**src/rtl/param_sync_fifo.sv**
```systemverilog
// Single-clock FIFO with pointer-derived full/empty, registered threshold flags and overflow/underflow pulses.
// Define PARAM_SYNC_FIFO_FWFT_EN for first-word-fall-through reads; the default build uses a 1-cycle read latency.
module param_sync_fifo #(
    parameter int DATA_W   = 8,
    parameter int DEPTH    = 16,
    parameter int AF_LEVEL = DEPTH - 2,
    parameter int AE_LEVEL = 2
) (
    input  logic                     clk,
    input  logic                     rst,
    input  logic                     wr_en,
    input  logic [DATA_W-1:0]        wdata,
    input  logic                     rd_en,
    output logic [DATA_W-1:0]        rdata,
    output logic                     full,
    output logic                     empty,
    output logic                     almost_full,
    output logic                     almost_empty,
    output logic [$clog2(DEPTH):0]   count,
    output logic                     overflow,
    output logic                     underflow
);

    localparam int AW = $clog2(DEPTH);
    localparam int PW = AW + 1;
    localparam logic [PW-1:0] AF_CNT = PW'(AF_LEVEL);
    localparam logic [PW-1:0] AE_CNT = PW'(AE_LEVEL);

    logic [DATA_W-1:0] mem [DEPTH];

    logic [PW-1:0]     wr_ptr_q, wr_ptr_d;
    logic [PW-1:0]     rd_ptr_q, rd_ptr_d;
    logic [PW-1:0]     count_q, count_d;
    logic              full_q, full_d;
    logic              empty_q, empty_d;
    logic              afull_q, afull_d;
    logic              aempty_q, aempty_d;
    logic              ovf_q, ovf_d;
    logic              unf_q, unf_d;
    logic [DATA_W-1:0] rdata_q, rdata_d;
    logic              rd_accept;
    logic              wr_accept;

    // A read at full frees a slot in the same edge, so the write may proceed.
    always_comb begin
        rd_accept = rd_en && !empty_q;
        wr_accept = wr_en && (!full_q || rd_accept);
    end

    always_comb begin
        wr_ptr_d = wr_ptr_q;
        rd_ptr_d = rd_ptr_q;
        count_d  = count_q;
        if (wr_accept) begin
            wr_ptr_d = wr_ptr_q + PW'(1);
        end
        if (rd_accept) begin
            rd_ptr_d = rd_ptr_q + PW'(1);
        end
        if (wr_accept && !rd_accept) begin
            count_d = count_q + PW'(1);
        end else if (rd_accept && !wr_accept) begin
            count_d = count_q - PW'(1);
        end
        empty_d  = (wr_ptr_d == rd_ptr_d);
        full_d   = (wr_ptr_d[AW] != rd_ptr_d[AW]) &&
                   (wr_ptr_d[AW-1:0] == rd_ptr_d[AW-1:0]);
        afull_d  = (count_d >= AF_CNT);
        aempty_d = (count_d <= AE_CNT);
        ovf_d    = wr_en && !wr_accept;
        unf_d    = rd_en && !rd_accept;
    end

`ifdef PARAM_SYNC_FIFO_FWFT_EN
    // Head after this edge; bypass wdata when the new head is being written now.
    always_comb begin
        rdata_d = rdata_q;
        if (!empty_d) begin
            if (wr_accept && (wr_ptr_q[AW-1:0] == rd_ptr_d[AW-1:0])) begin
                rdata_d = wdata;
            end else begin
                rdata_d = mem[rd_ptr_d[AW-1:0]];
            end
        end
    end
`else
    always_comb begin
        rdata_d = rdata_q;
        if (rd_accept) begin
            rdata_d = mem[rd_ptr_q[AW-1:0]];
        end
    end
`endif

    always_ff @(posedge clk) begin
        if (wr_accept) begin
            mem[wr_ptr_q[AW-1:0]] <= wdata;
        end
    end

    always_ff @(posedge clk or negedge rst) begin
        if (!rst) begin
            wr_ptr_q <= '0;
            rd_ptr_q <= '0;
            count_q  <= '0;
            full_q   <= 1'b0;
            empty_q  <= 1'b1;
            afull_q  <= 1'b0;
            aempty_q <= 1'b1;
            ovf_q    <= 1'b0;
            unf_q    <= 1'b0;
            rdata_q  <= '0;
        end else begin
            wr_ptr_q <= wr_ptr_d;
            rd_ptr_q <= rd_ptr_d;
            count_q  <= count_d;
            full_q   <= full_d;
            empty_q  <= empty_d;
            afull_q  <= afull_d;
            aempty_q <= aempty_d;
            ovf_q    <= ovf_d;
            unf_q    <= unf_d;
            rdata_q  <= rdata_d;
        end
    end

    assign rdata        = rdata_q;
    assign full         = full_q;
    assign empty        = empty_q;
    assign almost_full  = afull_q;
    assign almost_empty = aempty_q;
    assign count        = count_q;
    assign overflow     = ovf_q;
    assign underflow    = unf_q;

endmodule

```
**config.mk**
```make
export PLATFORM = sky130hd
export DESIGN_NAME = param_sync_fifo
export DESIGN_NICKNAME = d
export VERILOG_FILES = /design/src/rtl/param_sync_fifo.sv
export SDC_FILE = /design/constraint.sdc
export NUM_CORES = 1
export LEC_CHECK = 0
export BUFFER_PORTS_ARGS = -buffer_cell sky130_fd_sc_hd__buf_2
export CELL_PAD_IN_SITES_DETAIL_PLACEMENT = 1
export CELL_PAD_IN_SITES_GLOBAL_PLACEMENT = 1
export CORE_AREA = 4 4 113 115
export CTS_BUF_LIST = sky130_fd_sc_hd__clkbuf_4
export CTS_CLUSTER_SIZE = 12
export DETAILED_ROUTE_END_ITERATION = 12
export DIE_AREA = 0 0 117 119
export GPL_TIMING_DRIVEN = 0
export PLACE_DENSITY = 0.8
export RECOVER_POWER = 50
export SLEW_MARGIN = 20
export SYNTH_ARGS = -nofsm -noshare
export SYNTH_HDL_FRONTEND = slang
export SYNTH_SLANG_ARGS = --single-unit
```
**constraint.sdc**
```tcl
create_clock -name clk -period 2.1 [get_ports clk]
set_input_delay 0.42 -clock clk [delete_from_list [all_inputs] [get_ports clk]]
set_output_delay 0.42 -clock clk [all_outputs]
set_load 0.02 [all_outputs]
```
==> flow_metrics.py, run 1 <==
metrics = {
    "place": {
        "place.gp.congestion": 0.787,
        "buffer_ports.inserted": 30,
        "postPlaceCellArea_um2": 6740,
        "preCtsSetupSlack_ps": -320,
        "post-place-cells": 526,
        "dp_hpwl_um": 9090,
    },
    "timing": {
        "min_period_over_period_pct": 96.8,
        "worst_case_setup_margin_in_the_final_layout_ps": 68.0,
        "setup_tns_ps": 0,
        "report.final.slew_viol_count": 0,
        "clock_skew_ps": 18.9,
        "fin_crit_ps": 2030,
        "fmax_ghz": 0.492,
        "rsz0062_at_grt": "no",
        "worst_slew_margin_rel_pct": 48.6,
        "hold_violations": 0,
        "tightest_slew_ps": 772,
        "setup_viol": 0,
        "fin_hold_ws_ps": 132,
    },
    "clock_tree": {
        "cts_tree": "done",
        "clk-insertion-delay-late_ps": 550,
        "ctsLongestPathBuffers": 2,
        "clock_sink_count": 157,
        "clk_pin_slew_worst_paths_ps": 130,
        "clk_root_buffer_cell": "clkbuf_4",
        "cts_inserted_buffers": 17,
        "cts_max_level": 4,
    },
    "critical_path": {
        "crit_end": "rdata[0]",
        "arrival_ps": 2470,
        "rr_startpoint": "rd_ptr_q[0]",
        "r2r-end": "rdata[0]",
        "timing.critical_path.required_ps": 2540,
        "crit_start": "rd_ptr_q[0]",
        "critPathCaptureType": "flip-flop",
        "worst-r2r-cell-count": 7,
        "rrSetupSlack_ps": 70,
        "worstSetupPathType": "reg -> reg",
        "crit_fanout": 10,
        "worst_setup_path_start_kind": "flip-flop",
    },
    "finish": {
        "final_design_area_no_fill_um2": 7110,
        "post_layout_nonfiller_instances": 559,
        "layout-drive-gt1-share_pct": 32.0,
        "fillCellCount": 1055,
        "num_antenna_cells": 0,
        "design.final.nets": 419,
        "post-route-util_pct": 60.2,
        "area_growth_pct": 11.0,
    },
    "logic_synthesis": {
        "ys.flop_type": "edfxtp_1",
        "synth_largest_type_area_fraction_pct": 60.0,
        "total_of_flip_flops_plus_latches_after_synthesis": 157,
        "yosys_warnings": 0,
        "synth_edf_count": 128,
        "synthDistinctLibCells": 43,
        "synth_area_um2": 6410,
        "synth-seq-area-share_pct": 71.4,
        "netlist_instances": 349,
        "synth_nets": 368,
        "syn-mean-instance-area_um2": 18.4,
        "synth.area.top_cells": "edfxtp_1, mux4_2, dfrtp_1, mux2i_1, and2_1",
        "synth-async-reset-ratio_pct": 18.5,
        "synth.largest_area_cell": "edfxtp_1",
    },
    "global_routing": {
        "grt_antenna_before_repair": 0,
        "global_route_wire_length_before_repair_um": 21900,
        "largest_net_degree_at_the_start_of_global_routing": 30,
        "grt_remaining_overflow": 0,
        "first_global_vias": 3665,
        "global_route.usage.total_pct": 22.0,
    },
    "route": {
        "drt_first_pass_iters": 4,
        "antenna_violating_nets_post_route": 0,
        "vias_per_cell": 5.95,
        "via_count": 3328,
        "drc": 0,
        "drtIter0Drc": 318,
        "totalWireLength_um": 13900,
        "drt-wirelength-per-cell_um": 24.9,
    },
    "floorplanning": {
        "initial_utilization_pct": 54.2,
        "placeableCoreArea_um2": 11800,
        "die_area_um2": 13900,
        "ioPinCount": 31,
        "floorplan.die.width_um": 117,
        "core.rowCount": 40,
        "die_height_um": 119,
    },
    "run_status": {
        "outcome": "finished, final reports clean",
    },
    "run": {
        "timing.max_cap.violations": 0,
    },
    "power_and_ir_drop": {
        "worst_ir_drop_vdd_mv": 0.447,
        "leakagePower_nw": 2.49,
        "power_density_over_cell_area_nw_per_um2": 1380,
        "finalPower_mw": 9.83,
    },
    "min_path": {
        "hold_class": "in -> reg",
    },
}
-- area by class of cell --
| cell class | count | area, µm² | area share (%) |
|---|---|---|---|
| Clock buffer | 19 | 143 | 2.01 |
| Tap cell | 147 | 184 | 2.59 |
| Sequential cell | 157 | 4570 | 64.3 |
| Timing Repair Buffer | 32 | 158 | 2.22 |
| Multi-Input combinational cell | 164 | 1740 | 24.4 |
| Clock inverter | 12 | 146 | 2.06 |
| Inverter | 10 | 37.5 | 0.528 |
| Buffer | 18 | 135 | 1.90 |
-- layout by cell type (no fill, tap or decap), drive strengths merged, types with 2 or more instances in the layout --
cell type / count
o21ai: 16
clkbuf: 32
edfxtp: 128
mux2i: 12
buf: 36
ha: 7
dfrtp: 27
o22ai: 2
nand2: 16
nor3b: 2
inv: 11
clkinvlp: 4
xor2: 7
mux4: 32
a21oi: 6
clkinv: 4
mux2: 6
xnor2: 10
nand4: 5
bufinv: 3
nor3: 7
nand3: 3
nor2: 3
and2: 16
dfstp: 2
-- logic make-up after synthesis --
family          Yosys count  share of synthesized area [%]
mux                      50                           14.2
simple gates             59                           5.17
buf+inv                  28                           2.42
flops                   157                           71.4
compound gates           31                           3.01
xor+xnor                 17                           2.44
fa+ha+maj                 7                           1.37
-- flip-flops by register name, summed over array words and instances (netlist names) --
name          count
mem             128
almost_empty      1
rd_ptr_q          5
overflow          1
rdata             8
empty             1
full              1
underflow         1
almost_full       1
count             5
wr_ptr_q          5
-- report_power, final --
group          switching, mW  total, mW  internal [mW]
Sequential             0.292       4.19           3.90
Clock                   1.02       1.85          0.835
Combinational           2.16       3.79           1.63
Total                   3.47       9.83           6.37
-- metal layers --
layer	part of all wire, %	track usage (%)	routed length (µm)
met1	43	30.7	5940
met2	51	34.0	7040
met3	5.5	5.59	766
met4	1.4	7.24	191
met5	0	0	0
-- synthesized netlist by cell type, types with 5 or more instances --
master and number:
dfrtp_1 27, buf_2 7, nand2_1 16, mux4_2 32
edfxtp_1 128, xnor2_1 9, nor3_1 7, nand4_1 5
xor2_1 7, o21ai_1 14, a21oi_1 5, ha_1 7
inv_1 10, buf_6 5, and2_1 16, mux2i_1 12
mux2_2 5
-- worst min path at each step --
stage | to | startpoint | cells past startpoint
after floorplan | almost_full | rst | 0
after global placement | rdata[4] | rdata[4] | 2
after detailed placement | rdata[4] | rdata[4] | 2
after CTS | underflow | rd_en | 2
after global routing | underflow | rd_en | 2
final | underflow | rd_en | 2
-- critical path, cell delays in order (launching register included) --
cell	delay [ps]
dfrtp_1	420
buf_6	200
buf_8	200
mux4_2	530
mux2i_2	250
nand2_1	100
o21ai_1	140
o21ai_1	80
-- repair_timing --
item | CTS | global route
buffers inserted | 1 | 0
hold buffers | 1 | 0
hold endpoints to repair | 27 | 0
setup endpoints to repair | 115 | 87
gates resized for setup | 17 | 12
(Power assumes the default switching activity.)
==> inputs of run 2 (changes only) <==
--- a/config.mk
+++ b/config.mk
@@ -5,14 +5,15 @@
 export SDC_FILE = /design/constraint.sdc
 export NUM_CORES = 1
 export LEC_CHECK = 0
+export ABC_AREA = 1
 export BUFFER_PORTS_ARGS = -buffer_cell sky130_fd_sc_hd__buf_2
 export CELL_PAD_IN_SITES_DETAIL_PLACEMENT = 1
 export CELL_PAD_IN_SITES_GLOBAL_PLACEMENT = 1
-export CORE_AREA = 4 4 113 115
+export CORE_AREA = 4 4 122 124
 export CTS_BUF_LIST = sky130_fd_sc_hd__clkbuf_4
 export CTS_CLUSTER_SIZE = 12
 export DETAILED_ROUTE_END_ITERATION = 12
-export DIE_AREA = 0 0 117 119
+export DIE_AREA = 0 0 126 128
 export GPL_TIMING_DRIVEN = 0
 export PLACE_DENSITY = 0.8
 export RECOVER_POWER = 50
==> flow_metrics.py, run 2 <==
metrics = {
    "logic_synthesis": {
        "synth_largest_type_area_fraction_pct": 55.7,
        "synth.top_cells.by_count": "nor2_1, edfxtp_1, nand2_1",
        "synth_area_um2": 6900,
        "syn-mean-instance-area_um2": 10.6,
        "netlist_instances": 648,
        "synth_edf_count": 128,
        "ys.flop_type": "edfxtp_1",
        "synth.area.top_cells": "edfxtp_1, dfrtp_1, nor2_1, nand2_1, o21ai_0",
        "yosys_warnings": 0,
        "total_of_flip_flops_plus_latches_after_synthesis": 157,
        "synth-seq-area-share_pct": 66.3,
        "synth_nets": 667,
        "post-synth-top-count-cell": "nor2_1",
        "synth-async-reset-ratio_pct": 18.5,
        "synth.largest_area_cell": "edfxtp_1",
        "synthDistinctLibCells": 35,
    },
    "min_path": {
        "hold_class": "in -> reg",
        "hold_path_depth": 3,
        "timing.hold.worst.start": "rd_en",
        "hold_path_end": "underflow",
    },
    "run_status": {
        "violations": "negative setup slack",
        "outcome": "complete, but fails checks",
    },
    "finish": {
        "post-route-util_pct": 55.3,
        "multi_input_comb_area_um2": 2020,
        "num_antenna_cells": 0,
        "design.final.nets": 716,
        "seqCellArea_um2": 4570,
        "mostFrequentLayoutCell": "edfxtp_1",
        "layout_common_cells": "edfxtp_1, nor2_1, nand2_1, o21ai_0, inv_1",
        "flip_flop_count_of_the_largest_register_after_layout": 128,
        "area_growth_pct": 10.3,
        "layout-drive-gt1-share_pct": 14.9,
        "fillCellCount": 1553,
        "final_design_area_no_fill_um2": 7610,
    },
    "floorplanning": {
        "placeableCoreArea_um2": 13800,
        "floorplan.die.width_um": 126,
        "initial_utilization_pct": 50.1,
        "ioPinCount": 31,
        "die_area_um2": 16100,
        "die_height_um": 128,
        "core.rowCount": 43,
    },
    "timing": {
        "min_period_over_period_pct": 101,
        "fin_crit_ps": 2120,
        "tightest_slew_ps": 924,
        "report.final.slew_viol_count": 0,
        "worst_case_setup_margin_in_the_final_layout_ps": -20.4,
        "hold_violations": 0,
        "clock_skew_ps": 17.0,
        "rsz0062_at_grt": "yes",
        "fmax_ghz": 0.472,
        "fin_hold_ws_ps": 76.1,
        "worst_slew_margin_rel_pct": 38.4,
        "setup_viol": 18,
    },
    "route": {
        "drtIter0Drc": 511,
        "met2RoutedLength_um": 10100,
        "via_count": 4985,
        "drt-wirelength-per-cell_um": 21.7,
        "dr.max_layer_used": "met4",
        "vias_per_cell": 5.60,
        "totalWireLength_um": 19300,
        "wl_met3_um": 786,
        "drc": 0,
        "drt_first_pass_iters": 5,
        "wl_met1_um": 7920,
        "antenna_violating_nets_post_route": 0,
    },
    "place": {
        "buffer_ports.inserted": 29,
        "preCtsSetupSlack_ps": -200,
        "dp_hpwl_um": 13400,
        "postPlaceCellArea_um2": 7280,
        "place.gp.congestion": 0.799,
    },
    "critical_path": {
        "crit_fanout": 8,
        "worst-r2r-cell-count": 5,
        "rrSetupSlack_ps": -20,
        "worstSetupPathType": "reg -> reg",
        "timing.critical_path.required_ps": 2320,
        "arrival_ps": 2340,
        "r2r-end": "mem[4][4]",
        "critPathCaptureType": "flip-flop",
        "rr_startpoint": "empty",
        "worst_setup_path_start_kind": "flip-flop",
    },
    "power_and_ir_drop": {
        "power_density_over_cell_area_nw_per_um2": 1350,
        "worst_ir_drop_vdd_mv": 0.534,
        "leakagePower_nw": 2.95,
    },
    "run": {
        "timing.max_cap.violations": 0,
    },
    "global_routing": {
        "global_route_wire_length_before_repair_um": 30000,
        "global_route.usage.total_pct": 24.9,
        "largest_net_degree_at_the_start_of_global_routing": 30,
        "grt_remaining_overflow": 0,
        "first_global_vias": 5431,
        "grt_antenna_before_repair": 0,
    },
    "clock_tree": {
        "ctsLongestPathBuffers": 2,
        "clock_sink_count": 157,
        "clk_pin_slew_worst_paths_ps": 120,
        "cts_tree": "done",
        "clk-insertion-delay-late_ps": 600,
        "cts_inserted_buffers": 17,
        "clk_root_buffer_cell": "clkbuf_4",
        "cts_max_level": 4,
    },
}
==> run 2: cell count changes after synthesis, sizes merged, moves of 8 or more <==
cell and change:
a21oi +8, and2 -16, inv +38, mux2i -12
mux4 -32, nand2 +111, nand3 +24, nor2 +132
o211ai +16, o21ai +54, xnor2 -9
==> run 2: logic make-up (layout without fill, tap and decap cells) <==
| family | Yosys count | count (layout) | share of synthesized area (%) |
|---|---|---|---|
| compound gates | 101 | 101 | 8.05 |
| xor+xnor | 6 | 6 | 1.14 |
| fa+ha+maj | 7 | 7 | 1.27 |
| buf+inv | 75 | 137 | 4.93 |
| flops | 157 | 157 | 66.3 |
| simple gates | 302 | 302 | 18.3 |
==> run 2: per-stage QoR <==
stage	power [mW]	setup TNS, ps	instances
floorplan	6.80	0	648
global placement	7.93	-6930	857
detailed placement	8.25	-11940	857
CTS	10.2	-1480	890
global route	10.9	-5100	890
finish	10.3	-175	890
==> run 2: report_power, final <==
group,internal (mW),switching [mW],total [mW]
clock network,0.839,1.12,1.96
logic,1.23,2.96,4.19
registers,3.81,0.291,4.10
total,5.88,4.37,10.3
==> run 2: how the worst max path moves through the flow <==
| stage | from | endpoint | slack (ps) | cells after the start |
|---|---|---|---|---|
| after floorplan | wr_ptr_q[0] | mem[11][0] | 360 | 3 |
| after global placement | rd_en | mem[7][4] | -160 | 5 |
| after detailed placement | wr_en | mem[12][3] | -200 | 5 |
| after CTS | empty | mem[12][1] | -70 | 5 |
| after global routing | empty | mem[12][1] | -180 | 5 |
| final | empty | mem[4][4] | -20 | 5 |
==> run 2: cell type report <==
class,instances,share of cell area [%]
clock inverters,14,2.22
plain buffers,26,2.05
inverters,49,2.45
well taps,180,2.96
clock buffers,18,1.78
multi-input cells,416,26.6
flip-flops and latches,157,60.1
repair buffers,30,1.91
==> run 2: worst max-delay path, stage by stage, from the launching register on <==
cell     delay, ps
dfstp_2        420
inv_2           70
nand2_4         80
a21oi_2        280
nand2_1        220
nor2_1         690
==> run 2: metal layers <==
metal	global-route usage, %	vias to the layer above
li1	-	2282
met1	29.9	2534
met2	43.9	127
met3	4.58	42
met4	10.8	0
met5	0	-
==> run 2: what timing repair did <==
item	in CTS	in global routing
endpoints found under the setup margin	56	65
endpoints found under the hold margin	27	0
buffers inserted	0	0
resized for setup	4	8
hold buffers	1	0
